===== src/rtl/div_unit.sv =====
// Iterative radix-2 restoring divider (DIV/DIVU) answering the hazard unit's div_start/div_ready handshake.
// Define DIV_ZERO_FAST_EN to finish a divide-by-zero one cycle after the start is sampled.
module div_unit #(
    parameter int WIDTH = 32
) (
    input  logic               clk,
    input  logic               resetn,
    input  logic               div_start,
    input  logic               div_signed,
    input  logic [WIDTH-1:0]   opdata1,
    input  logic [WIDTH-1:0]   opdata2,
    input  logic               annul,
    output logic               div_ready,
    output logic [2*WIDTH-1:0] result
);

    localparam int CNT_W = $clog2(WIDTH);

    typedef enum logic [1:0] {
        IDLE = 2'd0,
        BUSY = 2'd1,
        DONE = 2'd2
    } state_e;

    state_e             state_q, state_d;
    logic [CNT_W-1:0]   cnt_q, cnt_d;
    logic               signed_q, signed_d;
    logic               sign1_q, sign1_d;
    logic               sign2_q, sign2_d;
    logic [WIDTH-1:0]   dvd_q, dvd_d;      // |dividend|, shifted out MSB-first while quotient bits shift in
    logic [WIDTH-1:0]   dsr_q, dsr_d;
    logic [WIDTH-1:0]   rem_q, rem_d;
    logic [WIDTH-1:0]   raw_q, raw_d;
    logic [2*WIDTH-1:0] result_q, result_d;

    logic [WIDTH:0]     diff;
    logic               qbit;
    logic [WIDTH-1:0]   rem_next, quo_next, quo_fix, rem_fix;

    // The full remainder is shifted (not just its low bits) so divisors above 2^(WIDTH-1) stay exact.
    always_comb begin
        diff     = {rem_q, dvd_q[WIDTH-1]} - {1'b0, dsr_q};
        qbit     = ~diff[WIDTH];
        rem_next = qbit ? diff[WIDTH-1:0] : {rem_q[WIDTH-2:0], dvd_q[WIDTH-1]};
        quo_next = {dvd_q[WIDTH-2:0], qbit};
        quo_fix  = (signed_q && (sign1_q ^ sign2_q)) ? -quo_next : quo_next;
        rem_fix  = (signed_q && sign1_q) ? -rem_next : rem_next;
        if (dsr_q == '0) begin
            quo_fix = '1;
            rem_fix = raw_q;
        end
    end

    always_comb begin
        // NOTE: every signal gets a default first so no path leaves one unassigned (no latches).
        state_d   = state_q;
        cnt_d     = cnt_q;
        signed_d  = signed_q;
        sign1_d   = sign1_q;
        sign2_d   = sign2_q;
        dvd_d     = dvd_q;
        dsr_d     = dsr_q;
        rem_d     = rem_q;
        raw_d     = raw_q;
        result_d  = result_q;
        div_ready = 1'b0;

        unique case (state_q)
            IDLE: begin
                if (div_start && !annul) begin
                    signed_d = div_signed;
                    sign1_d  = opdata1[WIDTH-1];
                    sign2_d  = opdata2[WIDTH-1];
                    dvd_d    = (div_signed && opdata1[WIDTH-1]) ? -opdata1 : opdata1;
                    dsr_d    = (div_signed && opdata2[WIDTH-1]) ? -opdata2 : opdata2;
                    raw_d    = opdata1;
                    rem_d    = '0;
                    cnt_d    = '0;
                    state_d  = BUSY;
`ifdef DIV_ZERO_FAST_EN
                    if (opdata2 == '0) begin
                        state_d  = DONE;
                        result_d = {opdata1, {WIDTH{1'b1}}};
                    end
`else
`endif
                end
            end
            BUSY: begin
                if (annul || !div_start) begin
                    state_d = IDLE;
                end else begin
                    rem_d = rem_next;
                    dvd_d = quo_next;
                    cnt_d = cnt_q + CNT_W'(1);
                    if (cnt_q == CNT_W'(WIDTH - 1)) begin
                        state_d  = DONE;
                        result_d = {rem_fix, quo_fix};
                    end
                end
            end
            DONE: begin
                div_ready = !annul;
                state_d   = IDLE;
            end
            default: state_d = IDLE;
        endcase
    end

    // NOTE: state registers use non-blocking assignments so every flop samples pre-edge values.
    always_ff @(posedge clk or negedge resetn) begin
        if (!resetn) begin
            state_q  <= IDLE;
            cnt_q    <= '0;
            signed_q <= 1'b0;
            sign1_q  <= 1'b0;
            sign2_q  <= 1'b0;
            dvd_q    <= '0;
            dsr_q    <= '0;
            rem_q    <= '0;
            raw_q    <= '0;
            result_q <= '0;
        end else begin
            state_q  <= state_d;
            cnt_q    <= cnt_d;
            signed_q <= signed_d;
            sign1_q  <= sign1_d;
            sign2_q  <= sign2_d;
            dvd_q    <= dvd_d;
            dsr_q    <= dsr_d;
            rem_q    <= rem_d;
            raw_q    <= raw_d;
            result_q <= result_d;
        end
    end

    assign result = result_q;

endmodule


===== config.mk =====
export PLATFORM = sky130hd
export DESIGN_NAME = div_unit
export DESIGN_NICKNAME = d
export VERILOG_FILES = /design/src/rtl/div_unit.sv
export SDC_FILE = /design/constraint.sdc
export NUM_CORES = 1
export LEC_CHECK = 0
export BUFFER_PORTS_ARGS = -buffer_cell sky130_fd_sc_hd__buf_4
export CORE_MARGIN = 2
export CORE_UTILIZATION = 61
export CTS_CLUSTER_DIAMETER = 150
export CTS_CLUSTER_SIZE = 30
export DETAILED_ROUTE_END_ITERATION = 8
export PLACE_DENSITY = 0.83
export SYNTH_ARGS = -nofsm -noshare
export SYNTH_HDL_FRONTEND = slang
export SYNTH_SLANG_ARGS = --single-unit

===== constraint.sdc =====
create_clock -name clk -period 6.7 [get_ports clk]
set_input_delay 0.67 -clock clk [delete_from_list [all_inputs] [get_ports clk]]
set_output_delay 0.67 -clock clk [all_outputs]
set_load 0.05 [all_outputs]

* Yosys cells after proc, flatten, opt, wreduce, memory -nomap -nowiden
Index checks and enable logic that the tools add are counted.
W data, S select, Z words.
** Storage, ports and cells
- Logic and storage cells :: 61
- Output and inout port bits :: 65
- Register bits after elaboration :: 202
** Cells by class
- Equal/unequal tests :: 6
- Muxes and demuxes :: 21
- $add $sub $neg :: 6
- Reduce and logical (&&, ||, !) cells :: 15
- Bitwise operators :: 3
** Operators by type and width (number)
- $mux W32 :: 11
- $neg A32 Y32 :: 4
- $pmux W32 S2 :: 2
- $sub A33 B32 Y33 :: 1
- $logic_not A32 Y1 :: 1
- $mux W5 :: 2
- $pmux W5 S2 :: 1
- $mux W2 :: 3
- $reduce_and A3 Y1 :: 2
- $add A5 B1 Y5 const B :: 1
- $eq A5 B5 Y1 const B :: 1
- $logic_and A1 B1 Y1 :: 5
- $ne A2 B2 Y1 const B :: 2
- $pmux W2 S2 :: 1
- $reduce_and A2 Y1 :: 2
- $ne A3 B3 Y1 const B :: 1
- $eq A2 B1 Y1 const B :: 1
- $eq A2 B2 Y1 const B :: 1
- $logic_not A1 Y1 :: 2
- $logic_not A2 Y1 :: 1
- $not A1 Y1 :: 2
- $reduce_bool A2 Y1 :: 1
- $logic_or A1 B1 Y1 :: 1
- $mux W1 :: 1
- $xor A1 B1 Y1 :: 1

* Depth between registers and ports, before layout
Gate-level depths: netlist of the first run.
- Depth after elaboration :: 5
- Gate-level depth with buffers :: 26
- Mapped depth without buffers :: 24

* Worst setup path after synthesis of the first run
No wires, ideal clock.
- Path kind :: reg2reg
- Start :: register dvd_q[31]
- End :: register result_q[60] (netlist: result[60])
- Setup time :: 0.126 ns
- Stages on the path, launching flop included :: 25
- Required time :: 6.574 ns
- Data arrival time :: 5.224 ns
- Slack :: 1.350 ns
- Cell sequence :: dfrtp_1 inv_1 ha_1 fa_1 nand2b_1 a21o_1 a21boi_2 o211ai_1 a21oi_2 nor2_4 inv_2 buf_2 buf_2 buf_2 nor2_1 a21oi_1 ha_1 nand2b_1 or4_1 mux2_4 or3_1 nor3b_1 a31oi_1 xnor2_1 a221o_1
** Between the ends
- Longest elaborated chain between the ends :: 5
** RTL lines
- start, declared :: RTL line 30 : logic [WIDTH-1:0] dvd_q, dvd_d;
- start signal, assigned :: RTL line 129 : dvd_q <= dvd_d;
- $sub A33 B32 Y33 :: RTL line 42 : diff = {rem_q, dvd_q[WIDTH-1]} - {1'b0, dsr_q};
- $mux W32 (*) :: RTL line 44 : rem_next = qbit ? diff[WIDTH-1:0] : {rem_q[WIDTH-2:0], dvd_q[WIDTH-1]};
- $neg A32 Y32 :: RTL line 47 : rem_fix = (signed_q && sign1_q) ? -rem_next : rem_next;
- $mux W32 (*) :: RTL line 47
- $mux W32 (*) :: RTL line 48 : if (dsr_q == '0) begin
- end signal, assigned :: RTL line 133 : result_q <= result_d;
- end, declared :: RTL line 34 : logic [2*WIDTH-1:0] result_q, result_d;
Every way passes the cells marked *; elsewhere a longest branch is shown, timed or not.
A chain may end at the register's enable or synchronous reset.

* Worst setup path in the final report of the first run
- Start :: register dsr_q[0]
- End :: register result_q[60] (netlist: result[60])
** Between the ends
- Longest elaborated chain between the ends :: 5
- Elaborated cells on any way between the ends :: 6
- Those cells by class :: 2 x add/sub; 3 x mux; 1 x reduce/logical
** RTL lines
- start, declared :: RTL line 31 : logic [WIDTH-1:0] dsr_q, dsr_d;
- start signal, assigned :: RTL line 130 : dsr_q <= dsr_d;
- $sub A33 B32 Y33 :: RTL line 42
- $mux W32 :: RTL line 44
- $neg A32 Y32 :: RTL line 47
- $mux W32 :: RTL line 47
- $mux W32 (*) :: RTL line 48
Marks and branches as above.

==> results of run 1 <==
## flip-flops by register name, indices dropped and copies added, names as in the netlist
| register | count |
|---|---|
| result | 64 |
| dsr_q | 32 |
| state_q | 2 |
| dvd_q | 32 |
| raw_q | 31 |
| sign2_q | 1 |
| cnt_q | 5 |
| signed_q | 1 |
| rem_q | 32 |
| sign1_q | 1 |
## synthesized netlist by cell type (all sizes together), types with 5 or more instances
library cell	number	area, um2
dfrtp	201	5030
a21oi	178	902
nand2	174	653
nor2	161	612
o21ai	144	721
xnor2	72	631
clkbuf	69	259
xor2	63	552
inv	57	214
ha	38	475
mux2	38	435
o22ai	36	225
nor3	35	191
nand3	28	140
nor4	28	175
mux2i	27	274
o31ai	23	191
buf	22	138
a31oi	19	119
and2	18	115
or3	17	106
a21o	13	97.6
and3	11	73.8
nand2b	11	68.8
or4	11	86.3
o41ai	10	87.6
a211oi	9	67.6
nand4	8	50.1
o211ai	8	60.1
or2	7	43.8
a21boi	6	48.8
and4	6	52.6
nor3b	6	45.0
a22o	5	43.8
nor2b	5	31.3
o2111ai	5	43.8
o31a	5	43.8
## logic make-up (layout without fill, tap and decap cells)
| kind of cell | after synthesis | in the layout | synth area share, % |
|---|---|---|---|
| flip-flops | 201 | 201 | 37.2 |
| AO/OA/AOI/OAI | 500 | 500 | 22.2 |
| XOR/XNOR | 135 | 135 | 8.73 |
| multiplexers | 65 | 65 | 5.24 |
| buffers and inverters | 150 | 217 | 4.57 |
| adder cells (fa/ha/maj) | 39 | 39 | 3.66 |
| AND/OR/NAND/NOR | 532 | 532 | 18.4 |
## path summary, 6_finish.rpt
path,depth (start not counted),endpoint,start
setup / recovery,21,result[60],dsr_q[0]
hold / removal,1,dsr_q[29],resetn
setup reg to reg,21,result[60],dsr_q[0]
hold reg to reg,2,result[39],result[39]
max in group asynchronous,2,result[7],resetn
min in group clk,2,raw_q[23],opdata1[23]
## layer usage
layer | up-vias | global-route usage (%) | share of wire, %
li1 | 5932 | - | -
met1 | 6101 | 46.6 | 44
met2 | 447 | 54.3 | 47
met3 | 59 | 3.94 | 6.2
met4 | 2 | 8.69 | 2.1
met5 | - | 0 | 0.033
## area by class of cell
type / instances / area (um2)
clock buffer: 11 / 275
clock inverter: 1 / 11.3
fill: 1849 / 6930
inverter: 59 / 221
multi-input combinational: 1271 / 7910
sequential: 201 / 5030
tap: 280 / 350
timing repair buffer: 146 / 1100
## worst max-delay path, stage by stage, from the launching register on
cell and delay (ns):
dfrtp_1 0.46, ha_1 0.25, fa_1 0.40, nand2b_1 0.19, a21o_1 0.26, a21boi_2 0.31
o211ai_1 0.17, a21oi_2 0.49, nor2_4 0.10, inv_2 0.12, nor2_1 0.06, a21oi_1 0.21
ha_1 0.26, nand2_1 0.08, a2111oi_0 0.27, o21ai_0 0.23, mux2_4 0.35, or3_1 0.38
nor3b_1 0.23, a31oi_1 0.13, xnor2_1 0.17, a221o_1 0.33
## report_power, final
part	internal [uW]	switching (uW)	leakage, uW
clock	301	406	0.000142
sequential	1320	116	0.00259
combinational	347	521	0.00387
total	1970	1040	0.00660
## through the flow
step | total power, uW | worst slack, ns | cell area (um2) | std cells | util [%]
3_5_place_dp | 2310 | 1.28 | 14600 | 1957 | 67.0
4_1_cts | 3000 | 1.25 | 14900 | 1969 | 68.3
6_report | 3010 | 1.14 | 14900 | 1969 | 68.3
2_1_floorplan | 2050 | 1.35 | 13500 | 1622 | -
5_1_grt | 3170 | 0.663 | 14900 | 1969 | 68.3
3_3_place_gp | 2280 | 1.41 | 14600 | 1957 | 67.0
==> results.md, run 1 <==
* Outcome: complete, no violations
* Yosys reg bits at 201
* Max Slew Vio Count at 0
* I/O pin count at 134
* Slew @ Worst Pin at 1.05 ns
* Per-cell routed wire length at 19.7 um
* # diodes at 0
* Die ar. at 0.0234 mm2
* Resize count post-CTS at 0
* Worst Skew at 0.0125 ns
* Critical Path Sink Type: flip-flop
* Syn Std Cell Area at 0.0135 mm2
* DR vias/cell at 6.37
* Iteration-0 DRC Markers at 1091
* Pwr dens at 202 mW/mm2
* Hold_ws at 0.199 ns
* Final Hold Violating Endpoints at 0
* Setup TNS at 0 ns
* Drt first pass iters at 5
* DRC viols at 0
* Global-route wire length before repair at 63.6 mm
* Peak VDD IR at 0.000147 V
* Gr usage total at 33.0%
* Post-synth EDFFs at 0
* Num rows at 54
* CTS max path bufs at 3
* Final worst-path cycle share at 82.9%
* Startpoint Class: flip-flop
* Syn Nets at 1730
* Final Critical Period at 5.56 ns
* Yosys Warn Count at 0
* Crit path DAT at 5.94 ns
* Layout cells sized above 1 at 13.3%
* Starting Density at 62.0%
* Number of buffers created by CTS at 10
* RSZ-0062 raised after global routing: no
* Die H at 153 um
* Post-CTS setup buffer count at 0
* Grt ovf at 0
* Static leakage at 0.00660 uW
* Syn Inst Count at 1622
* Root Driver: clkbuf_16
* Max-cap violations at 0
* Sink Count at 201
* Yosys cell types at 80
* Kind of critical path: flip-flop to flip-flop
* Commonest cells after routing, fill and taps aside: dfrtp_1, a21oi_1, nand2_1, nor2_1, buf_4
* Worst-Skew Late Latency at 0.48 ns
* Post-DRT Antenna Nets at 0
* Largest net degree at the start of global routing at 103
* Clock transition at path regs at 0.12 ns
* Critical Path RT at 7.08 ns
* Port Buffers at 133
* CP max FO at 10
* Syn Area/Cell at 8.35 um2
* Initial antenna violation count at 1
* Slew HR at 29.5%
* Vias in the first global route at 12300
* Hpwl dp at 28.9 mm
* Seq/Total Area, Yosys at 37.2%
* Dominant synthesized flop cell: dfrtp_1
* Core area at 0.0218 mm2
* Max Clock Freq at 180 MHz
* Vias at 12500
* Routability Congestion at 0.924
* Hold Path Class: input port to async pin
* Endpoints failing setup at 0
* Ys async rst share at 100%
* CTS Hold Bufs at 0
* Total Wirelength at 38.8 mm
* CTS tree: yes
* H-tree Lvls at 1
* R2R Setup Slk at 1.14 ns
* Area grow syn2layout at 10.0%
* Nets@finish at 1797
* Horiz. Die Dim at 153 um
* Commonest non-fill, non-tap cell in the layout: dfrtp_1
No activity file was read; power rests on OpenSTA's default activity.
==> run 2, diff against run 1 <==
Settings changed: CORE_UTILIZATION 61 to 55, PLACE_DENSITY 0.83 to 0.79.
Clock period 6.7 ns to 4.8 ns, I/O delays scaled along.
==> run 2 against run 1 <==
Global-route usage is 4.1 points lower. Die area is 11% higher. Core utilization is 3.0 points lower. Non-clock buffer count is 78 higher. Register-to-register slack worse by 1.1 ns. Clock skew is 0.0054 ns higher. Cell count is 6.2% higher. Clock power is 41% higher. Count of clock-buffer cells in the layout stayed put. Largest cell class unchanged. Highest routed layer is now met4.
==> results.md, run 2 (synthesized netlist as in run 1, its figures left out) <==
* Met2 routed WL at 19.0 mm (was 18.4 mm)
* Final worst-path cycle share at 98.4% (was 82.9%)
* Sink Count at 201 (unchanged)
* Starting Density at 55.8% (was 62.0%)
* DRC viols at 0 (unchanged)
* CTS Hold Bufs at 0 (unchanged)
* CP max FO at 6 (was 10)
* Static leakage at 0.00699 uW (was 0.00660 uW)
* Vias at 12600 (was 12500)
* Kind of critical path: flip-flop to flip-flop (unchanged)
* Iteration-0 DRC Markers at 850 (was 1091)
* Top routing layer in use: met4 (was met5)
* Gr usage total at 28.9% (was 33.0%)
* Area grow syn2layout at 17.0% (was 10.0%)
* Die H at 161 um (was 153 um)
* Pwr dens at 277 mW/mm2 (was 202 mW/mm2)
* Die ar. at 0.0259 mm2 (was 0.0234 mm2)
* Commonest cells after routing, fill and taps aside: buf_4, dfrtp_1, nand2_1, a21oi_1, nor2_1 (was dfrtp_1, a21oi_1, nand2_1, nor2_1, buf_4)
* Nets@finish at 1875 (was 1797)
* RSZ-0062 raised after global routing: yes (was no)
* Critical Path Sink Type: flip-flop (unchanged)
* Layout cells sized above 1 at 19.4% (was 13.3%)
* I/O pin count at 134 (unchanged)
* Met3 WL at 2.08 mm (was 2.42 mm)
* Max Clock Freq at 212 MHz (was 180 MHz)
* Slew @ Worst Pin at 0.971 ns (was 1.05 ns)
* Peak VDD IR at 0.000211 V (was 0.000147 V)
* Core area at 0.0242 mm2 (was 0.0218 mm2)
* Outcome: complete, no violations (unchanged)
* DR vias/cell at 6.04 (was 6.37)
* Crit path DAT at 5.10 ns (was 5.94 ns)
* Vias in the first global route at 11900 (was 12300)
* Clock transition at path regs at 0.13 ns (was 0.12 ns)
* Final Hold Violating Endpoints at 0 (unchanged)
* Placed cell count at 2058 (was 1957)
* Final Critical Period at 4.72 ns (was 5.56 ns)
* Root Driver: clkbuf_16 (unchanged)
* WL met1 at 16.8 mm (was 17.2 mm)
* Max-cap violations at 0 (unchanged)
* Critical Path RT at 5.18 ns (was 7.08 ns)
* Initial antenna violation count at 0 (was 1)
* Total Wirelength at 38.6 mm (was 38.8 mm)
* Grt ovf at 0 (unchanged)
* CTS tree: yes (unchanged)
* Post-DRT Antenna Nets at 0 (unchanged)
* CTS max path bufs at 3 (unchanged)
* Slew HR at 35.2% (was 29.5%)
* Routability Congestion at 0.929 (was 0.924)
* H-tree Lvls at 1 (unchanged)
* Max reg flops at 64 (unchanged)
* Final Power at 4380 uW (was 3010 uW)
* Port Buffers at 133 (unchanged)
* Num rows at 57 (was 54)
* Hpwl dp at 29.0 mm (was 28.9 mm)
* Worst-Skew Late Latency at 0.49 ns (was 0.48 ns)
* Horiz. Die Dim at 161 um (was 153 um)
* Startpoint Class: flip-flop (unchanged)
* Worst Skew at 0.0179 ns (was 0.0125 ns)
* Drt first pass iters at 5 (unchanged)
* Max Slew Vio Count at 0 (unchanged)
* Number of buffers created by CTS at 10 (unchanged)
* Largest net degree at the start of global routing at 107 (was 103)
* Commonest non-fill, non-tap cell in the layout: buf_4 (was dfrtp_1)
* Endpoints failing setup at 0 (unchanged)
* # diodes at 0 (unchanged)
* Hold Path Class: input port to async pin (unchanged)
* Per-cell routed wire length at 18.4 um (was 19.7 um)
* Global-route wire length before repair at 61.1 mm (was 63.6 mm)
* Finished Layout Cells at 2091 (was 1969)
-- run 2: changes by cell type in the layout (fill, tap and decap cells not counted), sizes merged --
| cell | before | now |
|---|---|---|
| clkinv | 2 | 3 |
| inv | 58 | 57 |
| buf | 145 | 223 |
-- run 2: report_power, final --
part / switching (uW) / internal [uW]
Sequential: 148 / 1840
Clock: 575 / 421
Combinational: 785 / 611
-- run 2: worst paths after layout --
check / start / endpoint / slack, ns / cells past startpoint
min: resetn / result[26] / 0.1 / 1
min in group clk: opdata1[23] / raw_q[23] / 0.24 / 2
min reg2reg: cnt_q[4] / cnt_q[4] / 0.50 / 2
max reg2reg: dvd_q[31] / result[60] / 0.08 / 23
max: dvd_q[31] / result[60] / 0.08 / 23
max in group asynchronous: resetn / result[47] / 3.52 / 2
-- run 2: final cells by class --
type	count	area (um2)
sequential	201	5030
inverter	59	226
timing repair buffer	224	1700
clock inverter	1	11.3
tap	324	405
multi-input combinational	1271	8180
fill	2081	8410
clock buffer	11	275
-- run 2: critical path, cell delays in order, from the launching register on --
cell and delay (ns):
dfrtp_1 0.41, inv_2 0.06, ha_4 0.17, fa_2 0.37
nand2b_4 0.15, a21o_1 0.19, a21boi_4 0.21, o211a_1 0.22
nor3_4 0.06, nor2_4 0.17, clkinv_4 0.12, nand2_4 0.07
o21ai_2 0.07, inv_2 0.08, ha_4 0.16, nand2_4 0.06
a2111oi_4 0.29, o21ai_1 0.16, mux2_4 0.34, or3_4 0.41
nor3b_4 0.23, a31oi_2 0.13, xnor2_1 0.18, a221o_1 0.30
-- run 2: metal layers --
metal  global-route usage, %  up-vias
li1                        -     6061
met1                    39.4     6083
met2                    50.0      423
met3                    2.69       54
met4                    7.06        0
met5                       0        -
-- run 2: timing repair --
item / in CTS / in global routing
pin swaps: 4 / 20
resized for setup: 6 / 43
endpoints found under the setup margin: 4 / 8
setup buffers: 3 / 18
endpoints found under the hold margin: 0 / 0
-- run 2: metrics by stage --
stage	area, um2	worst slack (ns)	hold WS, ns	setup TNS, ns	utilization (%)
global placement	15100	0.0720	0.456	0	62.4
global route	15800	-0.112	0.155	-0.112	65.3
finish	15800	0.0766	0.0996	0	65.3
floorplan	13600	-0.228	0.184	-0.651	-
detailed placement	15100	-0.187	0.471	-0.189	62.4
CTS	15500	0.0187	0.125	0	63.8
